$ cat src/rtl/bias_add_bank_pkg.sv
// bias_add_bank_pkg
// Shared definitions for the bias-add bank:
//   - default lane count, data width and group count
//   - LOAD/RUN controller state encoding
//   - saturation limits for the default width
//   - clog2_min1(): index width that never drops below one bit
package bias_add_bank_pkg;

  localparam int DEF_WIDTH        = 18;
  localparam int DEF_N_ADDER_TREE = 16;
  localparam int DEF_GROUPS       = 8;

  typedef enum logic [0:0] {
    ST_LOAD = 1'b0,
    ST_RUN  = 1'b1
  } state_e;

  // Two's-complement limits at DEF_WIDTH; the lane adder derives the same
  // shape of constant for whatever WIDTH it is built with.
  localparam logic [DEF_WIDTH-1:0] SAT_MAX_DEF = {1'b0, {(DEF_WIDTH-1){1'b1}}};
  localparam logic [DEF_WIDTH-1:0] SAT_MIN_DEF = {1'b1, {(DEF_WIDTH-1){1'b0}}};

  function automatic int clog2_min1(input int value);
    if (value <= 1) begin
      return 1;
    end else begin
      return $clog2(value);
    end
  endfunction

endpackage

$ cat src/rtl/bias_add_bank_lane.sv
// bias_lane_add
// One lane of the bias bank: adds a stored bias to a lane sum at WIDTH+1
// bits, then either saturates or wraps back to WIDTH bits.
// Optional feature macro: BIAS_SAT_EN (saturate instead of wrap).
// Ports:
//   bias     in  WIDTH  stored bias for this lane/group
//   lane_sum in  WIDTH  adder-tree lane sum
//   result   out WIDTH  biased lane value (combinational)
module bias_lane_add
  import bias_add_bank_pkg::*;
#(
  parameter int WIDTH = DEF_WIDTH
) (
  input  logic [WIDTH-1:0] bias,
  input  logic [WIDTH-1:0] lane_sum,
  output logic [WIDTH-1:0] result
);

  logic [WIDTH:0] sum_ext_s;

  // Sign-extend both operands so the add cannot lose the true result.
  assign sum_ext_s = {bias[WIDTH-1], bias} + {lane_sum[WIDTH-1], lane_sum};

`ifdef BIAS_SAT_EN
  localparam logic [WIDTH-1:0] MAX_C = {1'b0, {(WIDTH-1){1'b1}}};
  localparam logic [WIDTH-1:0] MIN_C = {1'b1, {(WIDTH-1){1'b0}}};

  // Overflow shows up as the two top bits disagreeing; the top bit gives the true sign.
  always_comb begin
    result = sum_ext_s[WIDTH-1:0];
    if (sum_ext_s[WIDTH] != sum_ext_s[WIDTH-1]) begin
      if (sum_ext_s[WIDTH]) begin
        result = MIN_C;
      end else begin
        result = MAX_C;
      end
    end else begin
      result = sum_ext_s[WIDTH-1:0];
    end
  end
`else
  logic unused_msb_s;
  assign unused_msb_s = sum_ext_s[WIDTH];

  // Wrap: keep the low WIDTH bits of the extended sum.
  always_comb begin
    result = sum_ext_s[WIDTH-1:0];
  end
`endif

endmodule

$ cat src/rtl/bias_add_bank.sv
// bias_add_bank
// Holds N_adder_tree*GROUPS biases and adds one group of them to each
// accepted lane-sum beat, cycling through the groups beat by beat.
// Optional feature macro: BIAS_SAT_EN (per-lane saturation instead of wrap).
// Ports:
//   clk, rst            clock, synchronous active-high reset
//   load_valid/load_data bias load stream, one bias per cycle (LOAD only)
//   reload              pulse: drop stored biases, restart loading
//   load_done           high while the full bias set is loaded (RUN)
//   in_valid/in_data    lane-sum beats; in_ready high only in RUN
//   out_valid/out_data  biased lanes, one cycle after acceptance
//   grp_idx             group applied to the next accepted beat
module bias_add_bank
  import bias_add_bank_pkg::*;
#(
  parameter int N_adder_tree = DEF_N_ADDER_TREE,
  parameter int WIDTH        = DEF_WIDTH,
  parameter int GROUPS       = DEF_GROUPS
) (
  input  logic                            clk,
  input  logic                            rst,
  input  logic                            load_valid,
  input  logic [WIDTH-1:0]                load_data,
  input  logic                            reload,
  output logic                            load_done,
  input  logic                            in_valid,
  input  logic [N_adder_tree*WIDTH-1:0]   in_data,
  output logic                            in_ready,
  output logic                            out_valid,
  output logic [N_adder_tree*WIDTH-1:0]   out_data,
  output logic [clog2_min1(GROUPS)-1:0]   grp_idx
);

  localparam int GW = clog2_min1(GROUPS);
  localparam int LW = clog2_min1(N_adder_tree);

  state_e                          state_r;
  state_e                          state_nx_s;
  // The load address is kept as (group, lane) so no divide is needed.
  logic [LW-1:0]                   load_lane_r;
  logic [GW-1:0]                   load_grp_r;
  logic [GW-1:0]                   grp_r;
  logic                            load_done_r;
  logic                            in_ready_r;
  logic                            out_valid_r;
  logic [N_adder_tree*WIDTH-1:0]   out_data_r;
  logic [WIDTH-1:0]                bias_mem_r [GROUPS][N_adder_tree];
  logic [N_adder_tree*WIDTH-1:0]   lane_res_s;
  logic                            last_lane_s;
  logic                            last_grp_s;
  logic                            wr_en_s;
  logic                            accept_s;

  assign last_lane_s = (load_lane_r == LW'(N_adder_tree - 1));
  assign last_grp_s  = (load_grp_r == GW'(GROUPS - 1));
  // in_ready_r is only high in RUN, so this also ignores in_valid during LOAD.
  assign accept_s    = in_ready_r & in_valid;

  // Next-state and bias-write decode for the LOAD/RUN controller.
  always_comb begin
    state_nx_s = state_r;
    wr_en_s    = 1'b0;
    case (state_r)
      ST_LOAD: begin
        if (reload) begin
          state_nx_s = ST_LOAD;
          wr_en_s    = 1'b0;
        end else if (load_valid) begin
          wr_en_s = 1'b1;
          if (last_lane_s && last_grp_s) begin
            state_nx_s = ST_RUN;
          end else begin
            state_nx_s = ST_LOAD;
          end
        end else begin
          state_nx_s = ST_LOAD;
        end
      end
      ST_RUN: begin
        if (reload) begin
          state_nx_s = ST_LOAD;
        end else begin
          state_nx_s = ST_RUN;
        end
      end
      default: begin
        state_nx_s = ST_LOAD;
      end
    endcase
  end

  // Controller state register.
  always_ff @(posedge clk) begin
    if (rst) begin
      state_r <= ST_LOAD;
    end else begin
      state_r <= state_nx_s;
    end
  end

  // Load address, group pointer and status flags.
  always_ff @(posedge clk) begin
    if (rst) begin
      load_lane_r <= '0;
      load_grp_r  <= '0;
      grp_r       <= '0;
      load_done_r <= 1'b0;
      in_ready_r  <= 1'b0;
    end else begin
      load_done_r <= (state_nx_s == ST_RUN);
      in_ready_r  <= (state_nx_s == ST_RUN);
      if (reload) begin
        load_lane_r <= '0;
        load_grp_r  <= '0;
      end else if (wr_en_s) begin
        // The final write wraps the address back to zero.
        if (last_lane_s) begin
          load_lane_r <= '0;
          if (last_grp_s) begin
            load_grp_r <= '0;
          end else begin
            load_grp_r <= load_grp_r + GW'(1'b1);
          end
        end else begin
          load_lane_r <= load_lane_r + LW'(1'b1);
        end
      end else begin
        load_lane_r <= load_lane_r;
        load_grp_r  <= load_grp_r;
      end
      // A beat accepted alongside reload still uses the current group.
      if (reload) begin
        grp_r <= '0;
      end else if (accept_s) begin
        if (grp_r == GW'(GROUPS - 1)) begin
          grp_r <= '0;
        end else begin
          grp_r <= grp_r + GW'(1'b1);
        end
      end else begin
        grp_r <= grp_r;
      end
    end
  end

  // Bias storage write port; contents survive reset.
  always_ff @(posedge clk) begin
    if (wr_en_s && !rst) begin
      bias_mem_r[load_grp_r][load_lane_r] <= load_data;
    end
  end

  genvar k;
  generate
    for (k = 0; k < N_adder_tree; k++) begin : g_lane
      bias_lane_add #(
        .WIDTH (WIDTH)
      ) u_lane (
        .bias     (bias_mem_r[grp_r][k]),
        .lane_sum (in_data[WIDTH*k +: WIDTH]),
        .result   (lane_res_s[WIDTH*k +: WIDTH])
      );
    end
  endgenerate

  // Output register: one-cycle latency, data held between beats.
  always_ff @(posedge clk) begin
    if (rst) begin
      out_valid_r <= 1'b0;
      out_data_r  <= '0;
    end else begin
      out_valid_r <= accept_s;
      if (accept_s) begin
        out_data_r <= lane_res_s;
      end else begin
        out_data_r <= out_data_r;
      end
    end
  end

  assign load_done = load_done_r;
  assign in_ready  = in_ready_r;
  assign out_valid = out_valid_r;
  assign out_data  = out_data_r;
  assign grp_idx   = grp_r;

endmodule

$ cat config.mk
export PLATFORM = sky130hd
export DESIGN_NAME = bias_add_bank
export DESIGN_NICKNAME = d
export VERILOG_FILES = /design/src/rtl/bias_add_bank_pkg.sv /design/src/rtl/bias_add_bank_lane.sv /design/src/rtl/bias_add_bank.sv
export SDC_FILE = /design/constraint.sdc
export NUM_CORES = 2
export LEC_CHECK = 0
export ABC_CLOCK_PERIOD_IN_PS = 7030
export CAP_MARGIN = 10
export CORE_AREA = 10 10 507 509
export DETAILED_ROUTE_END_ITERATION = 10
export DIE_AREA = 0 0 517 519
export DONT_BUFFER_PORTS = 1
export PLACE_DENSITY = 0.57
export SLEW_MARGIN = 20
export SYNTH_ARGS = -nofsm -noshare
export SYNTH_HDL_FRONTEND = slang
export SYNTH_HIERARCHICAL = 1
export SYNTH_SLANG_ARGS = --single-unit
$ cat constraint.sdc
create_clock -name clk -period 7.03 [get_ports clk]
set_input_delay 0.703 -clock clk [delete_from_list [all_inputs] [get_ports clk]]
set_output_delay 0.703 -clock clk [all_outputs]
set_load 0.05 [all_outputs]
**Word-level counts from Yosys, hierarchy flattened**

Memory sizes are Yosys's and may differ from the RTL's. A register that Yosys moved wholly into a read port is not among the register bits.
Index checks and enable logic that the tools add are counted.

- RAM bits: 2304
- Output and inout bits: 294
- Word-level logic and storage cells: 57
- Bits of input ports: 311
- Register bits after elaboration: 300
- Memories: 1

- Add/subtract/negate cells: 19
- Order comparisons: 2
- Multiplexer cells: 17
- Bitwise operators: 3
- Equal/unequal tests: 3
- Reductions and logical operators: 6

Memory list:

| name | words | width | read ports | clocked after Yosys merged registers in | write ports | RTL line | source |
|---|---|---|---|---|---|---|---|
| bias_mem_r | 8 | 288 | 1 | 1 | 1 | bias_add_bank.sv:47 | `logic [WIDTH-1:0] bias_mem_r [GROUPS][N_adder_tree];` |

Operator list:

| operator | number |
|---|---|
| $add 18x18->18 | 16 |
| $mux 288 | 1 |
| $demux 18 s4 | 1 |
| $mux 18 | 1 |
| $mux 3 | 4 |
| $mux 1 | 8 |
| $add 3x1->3 const B | 2 |
| $eq 3x3->1 const B | 2 |
| $ge 5x5->1 const B | 1 |
| $lt 5x1->1 const B | 1 |
| $not 4->5 | 1 |
| $add 4x1->4 const B | 1 |
| $eq 4x4->1 const B | 1 |
| $mux 4 | 1 |
| $logic_and 1x1->1 | 3 |
| $pmux 1 s2 | 1 |
| $reduce_and 2->1 | 1 |
| $reduce_or 2->1 | 1 |
| $and 1x1->1 | 1 |
| $logic_not 1->1 | 1 |
| $not 1->1 | 1 |

**Longest topological paths before layout**

- Word-level depth: 6
- Gate-level depth with buffers: 15
- Gate-level depth less buffers: 12

**Modules after synthesis**

The synthesis kept the hierarchy.

By module, submodules not included:

| module | instances | seq. area each (um^2) | area an instance (um^2) | cells each |
|---|---|---|---|---|
| bias_add_bank | 1 | 75252.2 | 97747.5 | 4848 |
| bias_lane_add | 16 | 0.0 | 809.5 | 115 |

**Worst setup path after synthesis**

No wires, ideal clock.

- Path kind: input to register
- Start point: input port reload
- End point: memory bias_mem_r[0][0] (netlist name), enable pin
- Cell stages on the path: 3
- Required time: 6584 ps
- Buffers on the path: 0
- Arrival: 3100 ps
- Setup time: 446 ps
- Setup slack: 3484 ps
- Path through: and4bb_2 -> nand2_1 -> nor4b_1

- Cells in the longest elaborated chain, start to end: 5

RTL lines:

| element | RTL line | source |
|---|---|---|
| start, declared | bias_add_bank.sv:24 | `input logic reload,` |
| $mux 1 | bias_add_bank.sv:65 | `if (reload) begin` |
| $mux 1 | bias_add_bank.sv:63 | `case (state_r)` |
| $logic_and 1x1->1 | bias_add_bank.sv:148 | `if (wr_en_s && !rst) begin` |
| $mux 1 | bias_add_bank.sv:148 |  |
| $mux 288 (not written as such) | bias_add_bank.sv:149 | `bias_mem_r[load_grp_r][load_lane_r] <= load_data;` |
| end, declared | bias_add_bank.sv:47 |  |

No other way between the ends.

==> results.md <==
* Top Usage Layer GRT: met2
* CTS Buffer Depth at 4
* Synthesized area at 0.1107 mm²
* Reg2reg path depth at 14
* Avg WL per Cell at 27.64 µm
* Final WL at 286.3 mm
* Vias in the first global route at 60,400
* Clk pin slew, worst setup/hold paths at 0.06 ns
* Met1 Use GR at 28.64%
* Global Route Usage Sum at 20.85%
* Gate Count Post-Synth at 6,688
* RSZ-0062 raised after global routing: false
* DRT Pass-1 Iters at 6
* M2 GR Usage at 34.74%
* Reg-to-reg endpoint: out_data[158]
* Startpoint type of the worst setup path: register
* Worst reg-to-reg setup slack at 2.26 ns
* CTS Buf Count at 298
* Die span in y at 519 µm
* Max Cap Violations at 0
* Hold Vio Cnt, Final at 0
* Max Clock Freq at 209.7 MHz
* Status: complete, no violations
* Mapped Nets at 7,295
* Synth cell types at 51
* Met3 GRT Util at 4.239%
* Critical-path cell list: buf_12 -> buf_4 -> mux4_2 -> mux2_2 -> ha_1 -> inv_1 -> fa_1 -> nand2b_1 -> a21oi_1 -> o21ai_0 -> nand2_1 -> a311oi_1 -> nand2_1 -> a21oi_1
* EDFF count, synth at 2,304
* Final setup fails at 0
* Final min period at 4.768 ns
* Via density at 5.768
* CP arrival at 5.59 ns
* Fill count at 20,280
* Starting Density at 44.77%
* Fin Setup TNS at 0 ns
* HPWL Detailed at 167.5 mm
* Worst setup path endpoint: out_data[158]
* Site Rows at 183
* Max-slew violation total from the final report at 0
* Primary FF master, synth: edfxtp_1
* Crit-path slowest cell: dfxtp_4
* Flops & latches, synth at 2,607
* Slew headroom at 26.87%
* GP Congestion at 0.8673
* Antenna viol nets, final at 0
* Core footprint at 0.2473 mm²
* Final WS setup at 2.262 ns
* Initial antenna violation count at 16
* Hold WC Path Type: in2reg
* Share of layout cells above drive strength 1 at 22.61%
* Seq/Total Area, Yosys at 67.98%
* Share of the synthesized area in the top cell type at 62.50%
* Largest net degree at the start of global routing at 208
* Post_cts resized at 0
* Final Cell Area at 0.1249 mm²
* Worst-margin pin slew at 1.096 ns
* P_leak at 39.47 nW
* Avg Inst Size Synth at 16.55 µm²
* Count leader, synth: edfxtp_1
* Period utilisation layout at 67.83%
* IO Port Bufs at 0
* CTS Root Buffer Type: clkbuf_16
* Hold Crit Start: in_data[108]
* Critical path peak fanout at 32
* H-tree levels at 5
* DP Cell Count at 9,807
* First-pass GRT wire length at 417.7 mm
* Final hold slack at 0.08389 ns
* Pwr/cell area at 259.8 mW/mm²
* DR vias at 59,740
* Yosys warns at 6
* WS Path Type: reg2reg
* Synth cell count leaders: edfxtp_1, nand2_1, a21oi_1
* CTS tree: done
* Area leader, netlist: edfxtp_1
* Final non-filler cell total at 10,360
* Remaining global-route overflow at 0
* Worst skew pair latency at 0.94 ns
* Die area at 0.2683 mm²
* # DRC at 0
* Post-CTS setup buffers at 0
* Hold_buf cts at 36
* Clk_skew at 0.06194 ns
* Ys async rst share at 0%
* Leading post-synthesis cells by cell area: edfxtp_1, mux4_2, dfxtp_1, ha_1, mux2_2
* Drt initial violations at 5,619
* Largest stage delay, worst path at 0.91 ns
* Layout area overhead at 12.80%
* Nets at 7,513
* Ports at 605
* Die X at 517 µm
* Dpl ws at 2.254 ns
* CP Data Required Time at 7.86 ns
* Worst VDD drop at 0.2259 mV
* Placed Area at 0.1151 mm²
* Critical path capture point type: register
* Clock Sinks at 2,607
-- area by class of cell --
type,count,area (µm²),share of cell area [%]
repair buffers,211,2350,1.882
clock buffers,390,8064,6.458
diodes,7,17.52,0.01403
inverters,115,431.7,0.3457
flip-flops and latches,2607,75260,60.28
well taps,3237,4050,3.244
multi-input cells,3673,33740,27.02
clock inverters,117,947.2,0.7585
-- routing by layer --
| layer | share of wire (%) | wire [µm] |
|---|---|---|
| met1 | 43 | 121700 |
| met2 | 49 | 141000 |
| met3 | 6.6 | 18960 |
| met4 | 1.6 | 4461 |
| met5 | 0.037 | 106 |
-- worst min path at each step --
stage | endpoint | slack (ns) | cells past startpoint
finish | out_data[108] | 0.08 | 3
global route | out_data[108] | 0.07 | 3
CTS | out_data[108] | 0.002 | 3
detailed placement | load_lane_r[1] | 0.58 | 2
global placement | load_lane_r[1] | 0.56 | 2
floorplan | load_lane_r[3] | 0.51 | 2
-- through the flow --
stage          util [%]  total power, mW
2_1_floorplan         -            17.74
3_5_place_dp      46.53            17.86
3_3_place_gp      46.51            17.86
6_report          50.49            32.44
5_1_grt           50.49            33.51
4_1_cts           50.49            32.75
-- logic make-up after synthesis --
logic type,count (synthesis),share of synthesized area [%]
buf+inv,408,1.883
fa+ha+maj,296,3.454
mux,865,14.66
xor+xnor,242,1.915
flops,2607,67.98
compound gates,989,5.255
simple gates,1281,4.858
-- critical path: cells and delay by family (launching register included) --
| kind | cells | cell delay (ns) |
|---|---|---|
| AOI/OAI and AO/OA | 4 | 1.14 |
| adders and majority gates | 2 | 0.44 |
| buffers and inverters | 3 | 0.87 |
| DFF | 1 | 0.91 |
| muxes | 2 | 0.83 |
| and+or+nand+nor | 3 | 0.41 |
-- cell usage in the layout, fill, tap and decap left out, drive strengths merged, types with 16 or more instances in the layout --
| cell type | n |
|---|---|
| nand2b | 34 |
| nand3 | 66 |
| edfxtp | 2304 |
| or3 | 17 |
| xor2 | 81 |
| mux4 | 576 |
| inv | 119 |
| a31oi | 32 |
| nor2 | 210 |
| o21a | 16 |
| o21ai | 132 |
| xnor2 | 161 |
| nand2 | 830 |
| a21oi | 599 |
| a311oi | 16 |
| fa | 16 |
| nand4 | 16 |
| o211ai | 49 |
| a211oi | 16 |
| and3 | 34 |
| ha | 280 |
| o41ai | 33 |
| buf | 201 |
| dfxtp | 303 |
| and4 | 16 |
| a221oi | 16 |
| o31ai | 32 |
| nor2b | 18 |
| o21bai | 16 |
| nor3 | 20 |
| clkinv | 91 |
| a21boi | 16 |
| a21o | 16 |
| mux2 | 288 |
| clkbuf | 390 |
-- report_power, final --
part           total, mW  internal, mW  switching, mW
sequential          16.8          16.8        0.00145
clock               14.6          8.58           5.98
combinational       1.05         0.336          0.718
total               32.4          25.7           6.69
-- sequential cells by signal (all words and copies together), names as in the netlist, named ones only --
register     count
bias_mem_r    2304
grp_idx          3
in_ready         1
load_grp_r       3
load_lane_r      4
out_data       288
out_valid        1
Note: power is estimated with default switching activity, not from simulation.
